===== config.mk =====
export PLATFORM = sky130hd
export DESIGN_NAME = tage_alloc_ctrl
export DESIGN_NICKNAME = d
export VERILOG_FILES = /design/src/rtl/tage_alloc_ctrl.sv
export SDC_FILE = /design/constraint.sdc
export NUM_CORES = 1
export LEC_CHECK = 0
export CORE_UTILIZATION = 30
export DETAILED_ROUTE_END_ITERATION = 10
export HOLD_SLACK_MARGIN = 0.1
export PLACE_DENSITY = 0.53
export SETUP_SLACK_MARGIN = 0.05
export SYNTH_ARGS = -nofsm -noshare
export SYNTH_HDL_FRONTEND = slang
export SYNTH_SLANG_ARGS = --single-unit

===== constraint.sdc =====
create_clock -name clk_i -period 2.5 [get_ports clk_i]
set_input_delay 0.625 -clock clk_i [delete_from_list [all_inputs] [get_ports clk_i]]
set_output_delay 0.625 -clock clk_i [all_outputs]
set_load 0.005 [all_outputs]

===== src/rtl/tage_alloc_ctrl.sv =====
// TAGE tagged-table controller: provider/alt selection, update/allocate strobes, periodic u-clear sweep.
// Optional use_alt_on_na counter enabled by defining TAGE_USE_ALT_EN.
module tage_alloc_ctrl #(
  parameter int          NUM_TABLES    = 4,
  parameter int          IDX_WIDTH     = 10,
  parameter int          U_PERIOD_LOG2 = 18,
  parameter logic [15:0] LFSR_SEED     = 16'hACE1
) (
  input  logic                    clk_i,
  input  logic                    rst_ni,
  input  logic                    pred_valid_i,
  output logic                    pred_ready_o,
  input  logic [NUM_TABLES-1:0]   tag_hit_i,
  input  logic [NUM_TABLES-1:0]   pred_i,
  input  logic [NUM_TABLES-1:0]   new_entry_i,
  input  logic [2*NUM_TABLES-1:0] u_i,
  input  logic                    base_pred_i,
  output logic                    pred_valid_o,
  output logic                    pred_o,
  input  logic                    res_valid_i,
  output logic                    res_ready_o,
  input  logic                    br_result_i,
  output logic [NUM_TABLES-1:0]   provider_o,
  output logic                    update_u_o,
  output logic [NUM_TABLES-1:0]   alloc_o,
  output logic [NUM_TABLES-1:0]   dec_u_o,
  output logic                    clr_valid_o,
  output logic [IDX_WIDTH-1:0]    clr_idx_o,
  output logic                    clr_col_o
);

  localparam int            PW  = (NUM_TABLES > 1) ? $clog2(NUM_TABLES) : 1;
  localparam logic [PW-1:0] TOP = PW'(NUM_TABLES - 1);

  typedef enum logic {RUN = 1'b0, SWEEP = 1'b1} state_t;

  typedef struct packed {
    logic                    hit;
    logic [PW-1:0]           prov;
    logic                    alt;
    logic                    final_pred;
    logic                    prov_pred;
    logic                    prov_new;
    logic [2*NUM_TABLES-1:0] u;
  } snap_t;

  state_t                   state_q, state_d;
  logic                     pending_q;
  snap_t                    snap_q, lk;
  logic [15:0]              lfsr_q;
  logic [U_PERIOD_LOG2-1:0] period_q;
  logic [IDX_WIDTH-1:0]     idx_q;
  logic                     col_q;
  logic                     pred_fire, res_fire, found1, found2, do_alloc;
  logic [NUM_TABLES-1:0]    cand, free_m, first_m, second_m, prov_nxt, alloc_nxt, dec_nxt;

`ifdef TAGE_USE_ALT_EN
  logic [3:0] use_alt_q;
`endif

  assign res_ready_o  = rst_ni && (state_q == RUN) && pending_q;
  assign res_fire     = res_valid_i && res_ready_o;
  assign pred_ready_o = rst_ni && (state_q == RUN) && (!pending_q || res_fire);
  assign pred_fire    = pred_valid_i && pred_ready_o;

  // Ascending scan: each new hit demotes the previous provider to alternate.
  always_comb begin
    lk     = '0;
    lk.alt = base_pred_i;
    for (int t = 0; t < NUM_TABLES; t++) begin
      if (tag_hit_i[t]) begin
        if (lk.hit) lk.alt = pred_i[lk.prov];
        lk.hit  = 1'b1;
        lk.prov = PW'(t);
      end
    end
    lk.prov_pred  = lk.hit ? pred_i[lk.prov] : base_pred_i;
    lk.prov_new   = lk.hit && new_entry_i[lk.prov];
    lk.final_pred = lk.prov_pred;
`ifdef TAGE_USE_ALT_EN
    if (lk.prov_new && use_alt_q[3]) lk.final_pred = lk.alt;
`endif
    lk.u = u_i;
  end

  // Allocation candidates are the longer-history tables above the provider.
  always_comb begin
    cand      = '0;
    free_m    = '0;
    first_m   = '0;
    second_m  = '0;
    prov_nxt  = '0;
    found1    = 1'b0;
    found2    = 1'b0;
    alloc_nxt = '0;
    dec_nxt   = '0;
    for (int j = 0; j < NUM_TABLES; j++) begin
      cand[j]     = !snap_q.hit || (PW'(j) > snap_q.prov);
      free_m[j]   = cand[j] && (snap_q.u[2*j +: 2] == 2'b00);
      prov_nxt[j] = snap_q.hit && (snap_q.prov == PW'(j));
      if (free_m[j]) begin
        if (!found1) begin
          first_m[j] = 1'b1;
          found1     = 1'b1;
        end else if (!found2) begin
          second_m[j] = 1'b1;
          found2      = 1'b1;
        end
      end
    end
    do_alloc = (br_result_i != snap_q.final_pred) && (!snap_q.hit || snap_q.prov != TOP);
    if (do_alloc) begin
      if (found1) alloc_nxt = (lfsr_q[0] && found2) ? second_m : first_m;
      else        dec_nxt   = cand;
    end
  end

  always_ff @(posedge clk_i or negedge rst_ni) begin
    if (!rst_ni) begin
      pred_valid_o <= 1'b0;
      pred_o       <= 1'b0;
      provider_o   <= '0;
      update_u_o   <= 1'b0;
      alloc_o      <= '0;
      dec_u_o      <= '0;
      pending_q    <= 1'b0;
      snap_q       <= '0;
      lfsr_q       <= LFSR_SEED;
    end else begin
      pred_valid_o <= pred_fire;
      pred_o       <= pred_fire && lk.final_pred;
      provider_o   <= res_fire ? prov_nxt : '0;
      update_u_o   <= res_fire && snap_q.hit && (snap_q.prov_pred != snap_q.alt);
      alloc_o      <= res_fire ? alloc_nxt : '0;
      dec_u_o      <= res_fire ? dec_nxt : '0;
      if (pred_fire) begin
        pending_q <= 1'b1;
        snap_q    <= lk;
      end else if (res_fire) begin
        pending_q <= 1'b0;
      end
      if (res_fire) lfsr_q <= {lfsr_q[0] ^ lfsr_q[2] ^ lfsr_q[3] ^ lfsr_q[5], lfsr_q[15:1]};
    end
  end

`ifdef TAGE_USE_ALT_EN
  always_ff @(posedge clk_i or negedge rst_ni) begin
    if (!rst_ni) begin
      use_alt_q <= 4'd8;
    end else if (res_fire && snap_q.prov_new && (snap_q.prov_pred != snap_q.alt)) begin
      if (br_result_i == snap_q.alt) begin
        if (use_alt_q != 4'hF) use_alt_q <= use_alt_q + 4'd1;
      end else if (use_alt_q != 4'h0) begin
        use_alt_q <= use_alt_q - 4'd1;
      end
    end
  end
`else
  logic unused_prov_new;
  assign unused_prov_new = snap_q.prov_new;
`endif

  always_ff @(posedge clk_i or negedge rst_ni) begin
    if (!rst_ni) begin
      state_q  <= RUN;
      period_q <= '0;
      idx_q    <= '0;
      col_q    <= 1'b0;
    end else begin
      state_q <= state_d;
      if (state_q == RUN) begin
        period_q <= period_q + U_PERIOD_LOG2'(1);
      end else if (&idx_q) begin
        idx_q <= '0;
        col_q <= ~col_q;
      end else begin
        idx_q <= idx_q + IDX_WIDTH'(1);
      end
    end
  end

  always_comb begin
    state_d = state_q;
    case (state_q)
      RUN:     if (&period_q) state_d = SWEEP;
      SWEEP:   if (&idx_q)    state_d = RUN;
      default: state_d = RUN;
    endcase
  end

  assign clr_valid_o = (state_q == SWEEP);
  assign clr_idx_o   = idx_q;
  assign clr_col_o   = col_q;

endmodule


Word level (Yosys, flattened, before mapping) --
Index checks and enable logic that the tools add are counted.
Operators by class: multiplexer cells 52, reductions and logical operators 35, equal/unequal tests 6, order comparisons 8, add/sub/neg operators 2, bitwise gates (word level) 5
Operators with widths (count):
- 2-to-1 mux 4 bit | 11
- 2-to-1 mux 1 bit | 34
- adder 18 x 1 -> 18 bit, second input constant | 1
- logical AND 1 bit | 18
- AND reduction 18 bit | 1
- < comparator 2 x 3 -> 1 bit, second input constant | 4
- AND reduction 11 bit | 1
- adder 10 x 1 -> 10 bit, second input constant | 1
- zero test 2 bit | 5
- 2-to-1 mux 10 bit | 1
- AND reduction 10 bit | 1
- binary-select mux 1 bit (select 2 bit) | 4
- logical OR 1 bit | 6
- equality test 2 bit, second input constant | 2
- > comparator 1 x 2 -> 1 bit, first input constant | 2
- > comparator 2 bit, first input constant | 2
- 2-to-1 mux 3 bit | 1
- bitwise XOR 1 bit | 3
- equality test 2 x 1 -> 1 bit, second input constant | 1
- zero test 1 bit | 2
- inequality test 1 bit | 2
- inequality test 2 bit, second input constant | 1
- NOT 1 bit | 2
- case mux 1 bit (2 select lines) | 1
- nonzero test 2 bit | 1
Storage, ports and cells: bits in registers 75, output and inout port bits 29

Logic depth before layout (Yosys ltp) --
depth after elaboration 17, gate-level depth with buffers 9, depth with buffers taken out 8

Worst setup path after synthesis --
Ideal clock, no wire load.
path kind reg-to-reg, start reg snap_q[13] (netlist bit), end reg alloc_o[3], stages on the path, launching flop included 9, data arrival time 2.001 ns, setup time 0.067 ns, path slack 0.432 ns, cell sequence dfrtp_1 -> buf_2 -> o21a_1 -> or3_1 -> ha_1 -> a2111o_1 -> o211a_1 -> nor2_2 -> o221a_1
On the way: cells in the longest elaborated chain, start to end 15, elaborated cells between the ends (all ways) 35
Ends and longest elaborated chain:
- start: declaration | RTL line 49 | snap_t snap_q, lk;
- start signal: assignment | RTL line 138 | snap_q <= lk;
- > comparator 1 x 2 -> 1 bit | RTL line 98 | cand[j] = !snap_q.hit || (PW'(j) > snap_q.prov);
- logical OR 1 bit | RTL line 98
- logical AND 1 bit | RTL line 99 | free_m[j] = cand[j] && (snap_q.u[2*j +: 2] == 2'b00);
- 2-to-1 mux 1 bit | RTL line 101 | if (free_m[j]) begin
- 2-to-1 mux 1 bit | RTL line 102 | if (!found1) begin
- 2-to-1 mux 1 bit | RTL line 101
- 2-to-1 mux 1 bit | RTL line 102
- 2-to-1 mux 1 bit | RTL line 101
- 2-to-1 mux 1 bit, on equally long branches | RTL line 105, 102
- 2-to-1 mux 1 bit, on equally long branches | RTL line 102, 101
- 2-to-1 mux 1 bit / logical AND 1 bit (equally long branches) | RTL line 101, 113
- 2-to-1 mux 4 bit (2 in series) | RTL line 113 | if (found1) alloc_nxt = (lfsr_q[0] && found2) ? second_m : first_m;
- 2-to-1 mux 4 bit * | RTL line 112 | if (do_alloc) begin
- 2-to-1 mux 4 bit * | RTL line 134 | alloc_o <= res_fire ? alloc_nxt : '0;
- end signal: assignment | RTL line 134
- end: declaration | RTL line 25 | output logic [NUM_TABLES-1:0] alloc_o,
Mark *: on every way between the ends. The rest lies on a longest branch, timed or not. A chain may end at the register's enable or synchronous reset.

Worst setup path after layout --
start reg snap_q[14] (netlist bit), end reg alloc_o[3]
On the way: cells in the longest elaborated chain, start to end 15, elaborated cells between the ends (all ways) 31
Ends and longest elaborated chain (RTL line):
- zero test 1 bit * | 98, 111
- logical OR 1 bit | 98
- logical AND 1 bit | 99
- 2-to-1 mux 1 bit | 101
- 2-to-1 mux 1 bit | 102
- 2-to-1 mux 1 bit | 101
- 2-to-1 mux 1 bit | 102
- 2-to-1 mux 1 bit | 101
- 2-to-1 mux 1 bit, on equally long branches | 105, 102
- 2-to-1 mux 1 bit, on equally long branches | 102, 101
- 2-to-1 mux 1 bit / logical AND 1 bit (equally long branches) | 101, 113
- 2-to-1 mux 4 bit (2 in series) | 113
- 2-to-1 mux 4 bit * | 112
- 2-to-1 mux 4 bit * | 134
Marks and branches as above.

==> results_tabular.tex <==
\begin{tabular}{lr}
\hline
Metric & Value \\
\hline
\multicolumn{2}{l}{\textbf{Worst setup path}} \\
\quad Highest net fanout along the worst path & 11 \\
\quad Required time of the critical path & around 2.8 ns \\
\quad R2r worst-path depth & 7 \\
\quad Critical Path End Type & flip-flop \\
\quad Kind of launch point of the worst setup path & flip-flop \\
\quad Data arrival time of the worst path & 2.52 ns \\
\quad Category of the critical setup timing path & reg2reg \\
\multicolumn{2}{l}{\textbf{Timing}} \\
\quad Worst hold-check slack & 0.4686 ns \\
\quad Largest clock skew in the final design & 0.005391 ns \\
\quad Setup slack of the critical path after layout & roughly 0.25 ns \\
\quad Achievable Freq & roughly 440 MHz \\
\quad Minimum clock period after layout & 2.255 ns \\
\quad Final Hold Viols & 0 \\
\quad Total negative slack for setup checks & 0 ns \\
\quad Share of the cycle needed by the critical path after routing & 0.9019 \\
\quad RSZ-0062 raised after global routing & no \\
\quad Final number of setup-violating endpoints & 0 \\
\quad Slew at the pin closest to its max-slew limit & between 0.9 and 1 ns \\
\quad Max-slew headroom at the worst pin & 0.3997 \\
\quad Max Transition Viols Final & 0 \\
\multicolumn{2}{l}{\textbf{Clock network}} \\
\quad Hold buffer count at CTS & 0 \\
\quad CTS sink cnt & 75 \\
\quad Clk buf depth & 2 \\
\quad \# H-tree levels & 3 \\
\quad Cts bufs inserted & 9 \\
\quad Clock-pin slew on the worst setup and hold paths & 0.06 ns \\
\quad Clock tree from TritonCTS & done \\
\quad CTS Root Cell & clkbuf\_16 \\
\quad Number of gates given a new drive strength after cts & 1 \\
\quad Total setup buffers inserted after CTS & 0 \\
\quad Clock latency of the later-clocked register in the worst-skew pair & 0.33 ns \\
\multicolumn{2}{l}{\textbf{GRT}} \\
\quad Vias in the first global route & about 2400 \\
\quad First-pass GRT wire length & between 10000 and 15000 µm \\
\quad Pin count of the biggest net entering global routing & 76 \\
\quad Overall global routing resource usage & 0.1291 \\
\quad Remaining Overflow, GRT & 0 \\
\quad Antenna violations before repair & 0 \\
\multicolumn{2}{l}{\textbf{Logic synthesis}} \\
\quad Seq/Total Area, Yosys & 0.5536 \\
\quad Synthesis warning total & 0 \\
\quad Synthesized net count & about 330 \\
\quad Instance count of the mapped netlist & 292 \\
\quad Post-Syn Area & around 3400 µm² \\
\quad Fraction of registers with async set or reset after synthesis & 1.000 \\
\quad Distinct cell type count after synthesis & 50 \\
\quad Post-Synthesis Mean Instance Area & 11.67 µm² \\
\quad Number of storage elements in the synthesis netlist & 75 \\
\quad Post-synth EDFFs & 0 \\
\quad Synth Flop Type & dfrtp\_1 \\
\multicolumn{2}{l}{\textbf{Layout}} \\
\quad Area of all placed cells without fillers & roughly 4400 µm² \\
\quad Layout Utilization & 0.4046 \\
\quad Area of the multi-input gates & about 1400 µm² \\
\quad Area added between synthesis and finish & 29.81\% \\
\quad Count of non-filler cells in the finished layout & between 400 and 500 \\
\quad Fraction of final layout cells sized beyond drive strength 1 & 0.1831 \\
\quad Fill cell count & roughly 1100 \\
\quad Ant. Diodes & 0 \\
\quad Area used by sequential logic in the layout & 1887 µm² \\
\quad Post-layout nets & between 300 and 400 \\
\multicolumn{2}{l}{\textbf{Power}} \\
\quad Power density over cell area & about 700 nW/µm² \\
\quad Lkg Pwr & $\sim$1.9 nW \\
\quad Total power & 3.145 mW \\
\quad VDD IR-drop max & roughly 0.38 mV \\
\multicolumn{2}{l}{\textbf{Floorplanning}} \\
\quad Area of the placeable core & between 10000 and 15000 µm² \\
\quad Vert. Die Dim & between 100 and 150 µm \\
\quad Width of the chip & between 100 and 150 µm \\
\quad Rows & 38 \\
\quad Number of top-level design ports & 55 \\
\quad Effective utilization at floorplan & 0.3117 \\
\quad Die area & between 10000 and 15000 µm² \\
\multicolumn{2}{l}{\textbf{Routing}} \\
\quad Pre-Repair DR Iteration Count & 4 \\
\quad Post-detailed-routing wire length & approximately 6700 µm \\
\quad Drt first-iter violations & 78 \\
\quad Count of nets left with antenna violations after detail routing & 0 \\
\quad Via density per instance & between 4 and 5 \\
\quad Total via count in the routed design & approximately 2300 \\
\quad Post-detailed-route DRC marker count & 0 \\
\quad Per-cell routed wire length & $\sim$13 µm \\
\multicolumn{2}{l}{\textbf{Placement}} \\
\quad Routability-driven placement congestion ratio & approximately 0.81 \\
\quad Cell Area, Placed & slightly above 4000 µm² \\
\quad Total placed cells including tap cells & $\sim$480 \\
\quad Detailed-placement wirelength estimate & between 4000 and 5000 µm \\
\quad Worst setup timing slack at the placement stage & roughly 0.0054 ns \\
\quad Number of port buffers & 50 \\
\multicolumn{2}{l}{\textbf{Min path}} \\
\quad Hold WC Path Type & reg2reg \\
\quad Worst hold path depth & 1 \\
\multicolumn{2}{l}{\textbf{Flow run}} \\
\quad Number of max-cap violations & 0 \\
\multicolumn{2}{l}{\textbf{Status}} \\
\quad Status & finished, final reports clean \\
\hline
\end{tabular}
==> cell type report <==
class | instances | share of cell area
sequential | 75 | 0.4265
timing repair buffer | 59 | 0.1275
inverter | 12 | 0.01018
clock inverter | 7 | 0.02262
tap | 140 | 0.03959
clock buffer | 9 | 0.05091
multi-input combinational | 193 | 0.3227
==> worst max-delay path, cell delays in order (launching register included) <==
cell and delay (ns):
dfrtp_1 0.53, o21a_1 0.21, or3_1 0.38, ha_1 0.21, a2111o_1 0.33, o211a_1 0.16, nor2_2 0.16, o221a_1 0.21
==> routing by layer <==
metal,wire [µm],track usage
met1,3024,0.1586
met2,3214,0.2057
met3,298,0.03737
met4,141,0.06564
met5,0,0
==> path summary, 6_finish.rpt <==
| check | to | from | slack (ns) |
|---|---|---|---|
| worst max-delay path | alloc_o[3] | snap_q[14] | 0.25 |
| worst min-delay path | clr_col_o | clr_col_o | 0.47 |
| worst max register to register | alloc_o[3] | snap_q[14] | 0.25 |
| worst min register to register | clr_col_o | clr_col_o | 0.47 |
| max in group asynchronous | dec_u_o[2] | rst_ni | 1.38 |
| min in group asynchronous | lfsr_q[2] | rst_ni | 0.55 |
==> report_power, final <==
part	leakage, nW	internal [mW]	switching [mW]
combinational	0.788	0.198	0.209
clock	0.149	0.880	0.514
sequential	0.972	1.28	0.0610
total	1.91	2.36	0.784
==> registers in the layout, indices dropped and copies added (netlist names) <==
| name | cells |
|---|---|
| provider_o | 4 |
| period_q | 18 |
| update_u_o | 1 |
| dec_u_o | 4 |
| clr_valid_o | 1 |
| clr_idx_o | 10 |
| snap_q | 13 |
| pending_q | 1 |
| alloc_o | 4 |
| pred_o | 1 |
| lfsr_q | 16 |
| pred_valid_o | 1 |
| clr_col_o | 1 |
==> cell usage in the layout, fill, tap and decap left out, types with 3 or more instances in the layout <==
cell type	instances
dfrtp_1	67
clkdlybuf4s50_1	48
xnor2_1	24
mux2_2	24
nand2_1	22
nor2_1	14
nand3_1	14
inv_1	12
o21ai_0	11
buf_4	10
nand4_1	9
clkbuf_16	9
dfstp_2	8
ha_1	7
nor3_1	6
and3_1	6
xor2_1	6
a21oi_1	5
nor2b_1	3
nor4_1	3
nor3b_1	3
and4_1	3
clkinvlp_4	3
==> logic make-up after synthesis <==
family                   count (synthesis)  share of synthesized area
multiplexers                            25                    0.08223
AO/OA/AOI/OAI                           35                    0.08370
AND/OR/NAND/NOR                         96                     0.1502
XOR/XNOR                                30                    0.07709
adder cells (fa/ha/maj)                  7                    0.02570
flip-flops                              75                     0.5536
buffers and inverters                   24                    0.02753
==> synth_stat cells, types with 7 or more instances <==
cell,instances,area share
nor2_1,14,0.015
dfrtp_1,67,0.49
xnor2_1,24,0.062
inv_1,12,0.013
mux2_2,24,0.079
clkbuf_1,8,0.0088
ha_1,7,0.026
nand4_1,9,0.017
o21ai_0,11,0.016
dfstp_2,8,0.062
nand3_1,14,0.021
nand2_1,22,0.024
No activity file was read; power rests on OpenSTA's default activity.
==> patch 1 (config.mk and constraints unchanged) <==
The parameter `IDX_WIDTH` goes from 10 to 9.
--- a/src/rtl/tage_alloc_ctrl.sv
+++ b/src/rtl/tage_alloc_ctrl.sv
@@ -2,7 +2,7 @@
 // Optional use_alt_on_na counter enabled by defining TAGE_USE_ALT_EN.
 module tage_alloc_ctrl #(
   parameter int          NUM_TABLES    = 4,
-  parameter int          IDX_WIDTH     = 10,
+  parameter int          IDX_WIDTH     = 9,
   parameter int          U_PERIOD_LOG2 = 18,
   parameter logic [15:0] LFSR_SEED     = 16'hACE1
 ) (
Ports: changed (resized clr_idx_o); port bits go from 55 to 54. The function was not compared with the original's and may differ.
==> patch 1 against the original RTL <==
- sequential cell count fell by 1
- global-route usage fell by 0.48 points
- design area fell by 1.4%
- via count rose by 0.77%
- combinational power fell by 1%
- hold slack got worse by 8.1 ps
- routed wire length rose by 0.64%
- setup slack got worse by 76 ps
- clock power fell by 6%
- critical path type is now input pin to output pin
- synthesized area fell by 0.62%
- largest cell class unchanged
- power fell by 3.5%
==> patch 1: results (changes against the original RTL) <==
- Top cells by area, synth: dfrtp_1 49%, mux2_1 8.0%, dfstp_2 6.2%
- Layout net count: 387 (+1.0%)
- Routed vias: 2349 (+0.77%)
- P_int: 2.257 mW (-4.5%)
- Sequential power share: 0.436 (+0.008)
- HPWL Detailed: 4.649 mm (-0.57%)
- H-tree depth: 3 (unchanged)
- Met2 WL: 3.102 mm (-3.5%)
- Worst Path Max Fanout: 2 (-9)
- Sw frac: 0.2566 (+0.007490)
- Synth Net Count: 331 (+1.8%)
- Area fraction in compound gates after synthesis: 0.09420 (+0.01050)
- Top layer in use: met4
- Adder-Cell Fraction of Synth Area: 0.02955 (+0.003856)
- Logic pwr share: 0.133 (+0.004)
- Worst reg2reg path startpoint: snap_q[12]$_DFFE_PN0P_
- Routed met3 length: 306 um (+2.7%)
- Hold_sp: lfsr_q[15]$_DFFE_PN1P_
- M2 GR Usage: 0.1893 (-0.01643)
- Post-synthesis mux area share: 0.08275 (+0.0005164)
- Port bufs: 49 (-2.0%)
- PostCTS Resize Cnt: 1 (unchanged)
- Final Wtd Congestion: 0.7970 (-1.1%)
- Wire length on met1: 3.230 mm (+6.8%)
- Reg2reg setup slack: 290 ps (+40 ps)
- Hold depth: 2 (+1)
- Headroom to the max-slew limit: 0.3794 (-0.02027)
- Gr usage total: 0.1243 (-0.004802)
- DR iter-0 viols: 113 (+45%)
- Synth cell types: 52 (+4.0%)
- Worst path arrival time: 1710 ps (-810 ps)
- Clk buf depth: 2 (unchanged)
- Worst hold path endpoint: lfsr_q[15]$_DFFE_PN1P_
- Met1 GRT Util: 0.1625 (+0.003918)
- Synth warn: 0 (unchanged)
- Largest net degree at the start of global routing: 75 (-1.3%)
- VDD IR max: 0.3220 mV (-16%)
- Grt met3 use: 0.04280 (+0.005425)
- Layout fillers: 1043 (-3.1%)
- Hold_buf cts: 0 (unchanged)
- Sequential fraction of the synthesis area: 0.5497 (-0.003912)
- Pleak: 1.915 nW (+0.34%)
- Global-route wire length before repair: 11.17 mm (-2.8%)
- Status: finished clean
- Post-Synth XOR/XNOR Area: 0.06465 (-0.01245)
- Worst clock skew: 11.67 ps (+6.275 ps)
- Clk pin slew, worst setup/hold paths: 60 ps (about the same)
- WL/cell: 13.50 um (about the same)
- Top cells by count, synth: 66 x dfrtp_1, 27 x nand2_1, 24 x mux2_1
- Share of cells above drive strength 1: 0.1145 (-0.06857)
[patch 1: changes by cell type after synthesis, sizes merged, moves of 3 or more]
cell,unedited run,this run
buf,4,7
xnor2,24,21
nand2,22,27
o21ai,11,18
[patch 1: how the worst max path moves through the flow]
| stage | startpoint | end | slack [ps] | cells after the start |
|---|---|---|---|---|
| final | res_valid_i | pred_ready_o | 170 | 4 |
| after global routing | rst_ni | res_ready_o | 120 | 4 |
| after CTS | res_valid_i | pred_ready_o | 170 | 4 |
| after detailed placement | res_valid_i | pred_ready_o | -70 | 4 |
| after global placement | res_valid_i | pred_ready_o | -90 | 4 |
| after floorplan | snap_q[13]$_DFFE_PN0P_ | alloc_o[3]$_DFF_PN0_ | 340 | 8 |
[patch 1: layout make-up]
| cell class | instances | area share |
|---|---|---|
| inverter | 12 | 0.01032 |
| clock inverter | 6 | 0.01491 |
| multi-input combinational | 198 | 0.3263 |
| timing repair buffer | 58 | 0.1270 |
| clock buffer | 10 | 0.05476 |
| sequential | 74 | 0.4266 |
| tap | 140 | 0.04014 |
[patch 1: logic make-up (layout without fill, tap and decap cells)]
family,Yosys count,count (layout)
and+or+nand+nor,94,94
DFF,74,74
AOI/OAI and AO/OA,46,46
xor gates and xnor gates,25,25
muxes,25,25
buffers and inverters,25,86
adders and majority gates,8,8
[patch 1: stage by stage]
stage	setup TNS, ps	cells	instance area (um2)	setup WS [ps]	hold slack (ps)
after floorplan	0	297	3387	340.9	329.4
after global placement	-94.60	482	4061	-94.60	447.4
after detailed placement	-66.84	482	4061	-66.84	454.3
after CTS	0	498	4364	166.3	463.1
after global routing	0	498	4364	118.9	486.4
final	0	498	4364	169.1	460.4
[patch 1: critical path, cell delays in order]
cell and delay [ps]:
clkdlybuf4s50_1 450, nand2b_1 170, and2_1 180, dlygate4sd2_1 270
==> patch 2 (config.mk and constraints unchanged) <==
Made on the original files. Put one more register stage on the output `pred_o`, with the module's reset. The value now appears one clock later. The other outputs are not delayed to match.
--- a/src/rtl/tage_alloc_ctrl.sv
+++ b/src/rtl/tage_alloc_ctrl.sv
@@ -44,6 +44,8 @@
     logic [2*NUM_TABLES-1:0] u;
   } snap_t;
 
+  logic pred_s0;
+
   state_t                   state_q, state_d;
   logic                     pending_q;
   snap_t                    snap_q, lk;
@@ -118,7 +120,7 @@
   always_ff @(posedge clk_i or negedge rst_ni) begin
     if (!rst_ni) begin
       pred_valid_o <= 1'b0;
-      pred_o       <= 1'b0;
+      pred_s0      <= 1'b0;
       provider_o   <= '0;
       update_u_o   <= 1'b0;
       alloc_o      <= '0;
@@ -128,7 +130,7 @@
       lfsr_q       <= LFSR_SEED;
     end else begin
       pred_valid_o <= pred_fire;
-      pred_o       <= pred_fire && lk.final_pred;
+      pred_s0      <= pred_fire && lk.final_pred;
       provider_o   <= res_fire ? prov_nxt : '0;
       update_u_o   <= res_fire && snap_q.hit && (snap_q.prov_pred != snap_q.alt);
       alloc_o      <= res_fire ? alloc_nxt : '0;
@@ -192,5 +194,13 @@
   assign clr_idx_o   = idx_q;
   assign clr_col_o   = col_q;
 
+  always_ff @(posedge clk_i or negedge rst_ni) begin
+    if (!rst_ni) begin
+      pred_o <= '0;
+    end else begin
+      pred_o <= pred_s0;
+    end
+  end
+
 endmodule
 
Formal check against the unedited RTL: not equivalent (a bounded check fails within 4 cycles, from zero or initial values and one cycle with rst_ni low).
==> patch 2 against the original RTL <==
- global-route usage is 0.78 points lower
- power shrank 4.6%
- sequential cell count is 1 higher
- routed wire length down 1.3%
- design area fell by 0.20%
- synthesized area increased by 0.73%
- die area increased by 0.73%
- synthesized cell count increased by 0.34%
- largest power group is now sequential cells
- register-to-register slack improved by 90 ps
- setup slack gained 12 ps
==> patch 2: results (changes against the original RTL) <==
- DRT Wirelength: 6.590 mm (-1.3%)
- HPWL Detailed: 4.523 mm (-3.3%)
- Top cells by area, synth: dfrtp_1 50%, mux2_2 7.9%, dfstp_2 6.1%
- 1st-pass router iterations: 6 (+2)
- Share of cells above drive strength 1: 0.1685 (-0.01456)
- Top Registers: period_q (18), lfsr_q (16), snap_q (13)
- Layout net count: 384 (+0.26%)
- N_diodes: 0 (unchanged)
- Status: finished clean
- Headroom to the max-slew limit: 0.3703 (-0.02937)
- Synth Instances: 293 (+0.34%)
- Synth Net Count: 326 (+0.31%)
- Post-DP Area: 4138 um2 (+0.92%)
- Worst path arrival time: 1620 ps (-900 ps)
- Global-route wire length before repair: 10.98 mm (-4.5%)
- Layout fillers: 1062 (-1.3%)
- Pleak: 1.914 nW (+0.31%)
- Largest net degree at the start of global routing: 77 (+1.3%)
- Routed vias: 2346 (+0.64%)
- DR iter-0 viols: 55 (-29%)
- Gr usage total: 0.1213 (-0.007783)
- Worst clock skew: 4.396 ps (-0.9948 ps)
- Vias in the first global route: 2180 (-8.8%)
- Top cells by count, synth: 68 x dfrtp_1, 24 x mux2_2, 24 x xnor2_1
- Worst Path Max Fanout: 2 (-9)
- Post-placement cell count: 480 (+0.21%)
- VDD IR max: 0.3294 mV (-14%)
- Final core utilization: 0.4020 (-0.002549)
patch 2: worst max-delay path: stages:
cell and delay (ps):
clkdlybuf4s50_1 420, nand2b_1 160, and2_1 150, dlygate4sd2_1 260
patch 2: logic make-up after synthesis:
group / after synthesis / synth area share
simple gates: 96 / 0.1491
flops: 76 / 0.5569
compound gates: 35 / 0.08309
xor+xnor: 30 / 0.07653
mux: 25 / 0.08163
buf+inv: 24 / 0.02733
fa+ha+maj: 7 / 0.02551
patch 2: routing by layer:
layer / track usage / vias to the layer above / part of all wire
met5: 0 / - / 0
met3: 0.03288 / 7 / 0.040
met1: 0.1712 / 1141 / 0.49
li1: - / 1149 / -
met2: 0.1761 / 49 / 0.46
met4: 0.04633 / 0 / 0.011
patch 2: power by group:
part	switching (mW)	leakage (nW)	internal [mW]	total, mW
registers	0.0523	0.985	1.30	1.35
clock network	0.451	0.135	0.773	1.22
logic	0.218	0.794	0.204	0.421
total	0.721	1.91	2.28	3.00
patch 2: worst paths after layout:
| check | startpoint | to | slack, ps | cells past startpoint |
|---|---|---|---|---|
| max reg2reg | snap_q[14]$_DFFE_PN0P_ | alloc_o[3]$_DFF_PN0_ | 340 | 7 |
| min in group asynchronous | rst_ni | lfsr_q[2]$_DFFE_PN0P_ | 580 | 2 |
| max in group asynchronous | rst_ni | snap_q[1]$_DFFE_PN0P_ | 1320 | 2 |
| min | pred_s0$_DFF_PN0_ | pred_o$_DFF_PN0_ | 350 | 0 |
| min reg2reg | pred_s0$_DFF_PN0_ | pred_o$_DFF_PN0_ | 350 | 0 |
| max | res_valid_i | pred_ready_o | 260 | 4 |
patch 2: cell type report:
| class | instances | share of cell area |
|---|---|---|
| clock buffers | 14 | 0.05526 |
| clock inverters | 2 | 0.007934 |
| well taps | 140 | 0.03967 |
| repair buffers | 59 | 0.1306 |
| multi-input cells | 193 | 0.3233 |
| inverters | 12 | 0.01020 |
| flip-flops and latches | 76 | 0.4330 |
patch 2: metrics by stage:
stage | power (mW) | setup slack (ps)
floorplan | 1.622 | 431.6
global placement | 1.797 | 26.59
detailed placement | 1.804 | 24.20
CTS | 3.050 | 244.7
global route | 3.151 | 178.1
finish | 3.000 | 256.7
patch 2: repair_timing:
| action | 4_1_cts | 5_1_grt |
|---|---|---|
| endpoints found under the setup margin | 1 | 0 |
| hold buffers | 0 | 0 |
| hold endpoints to repair | 0 | 0 |
| gates resized for setup | 1 | 0 |
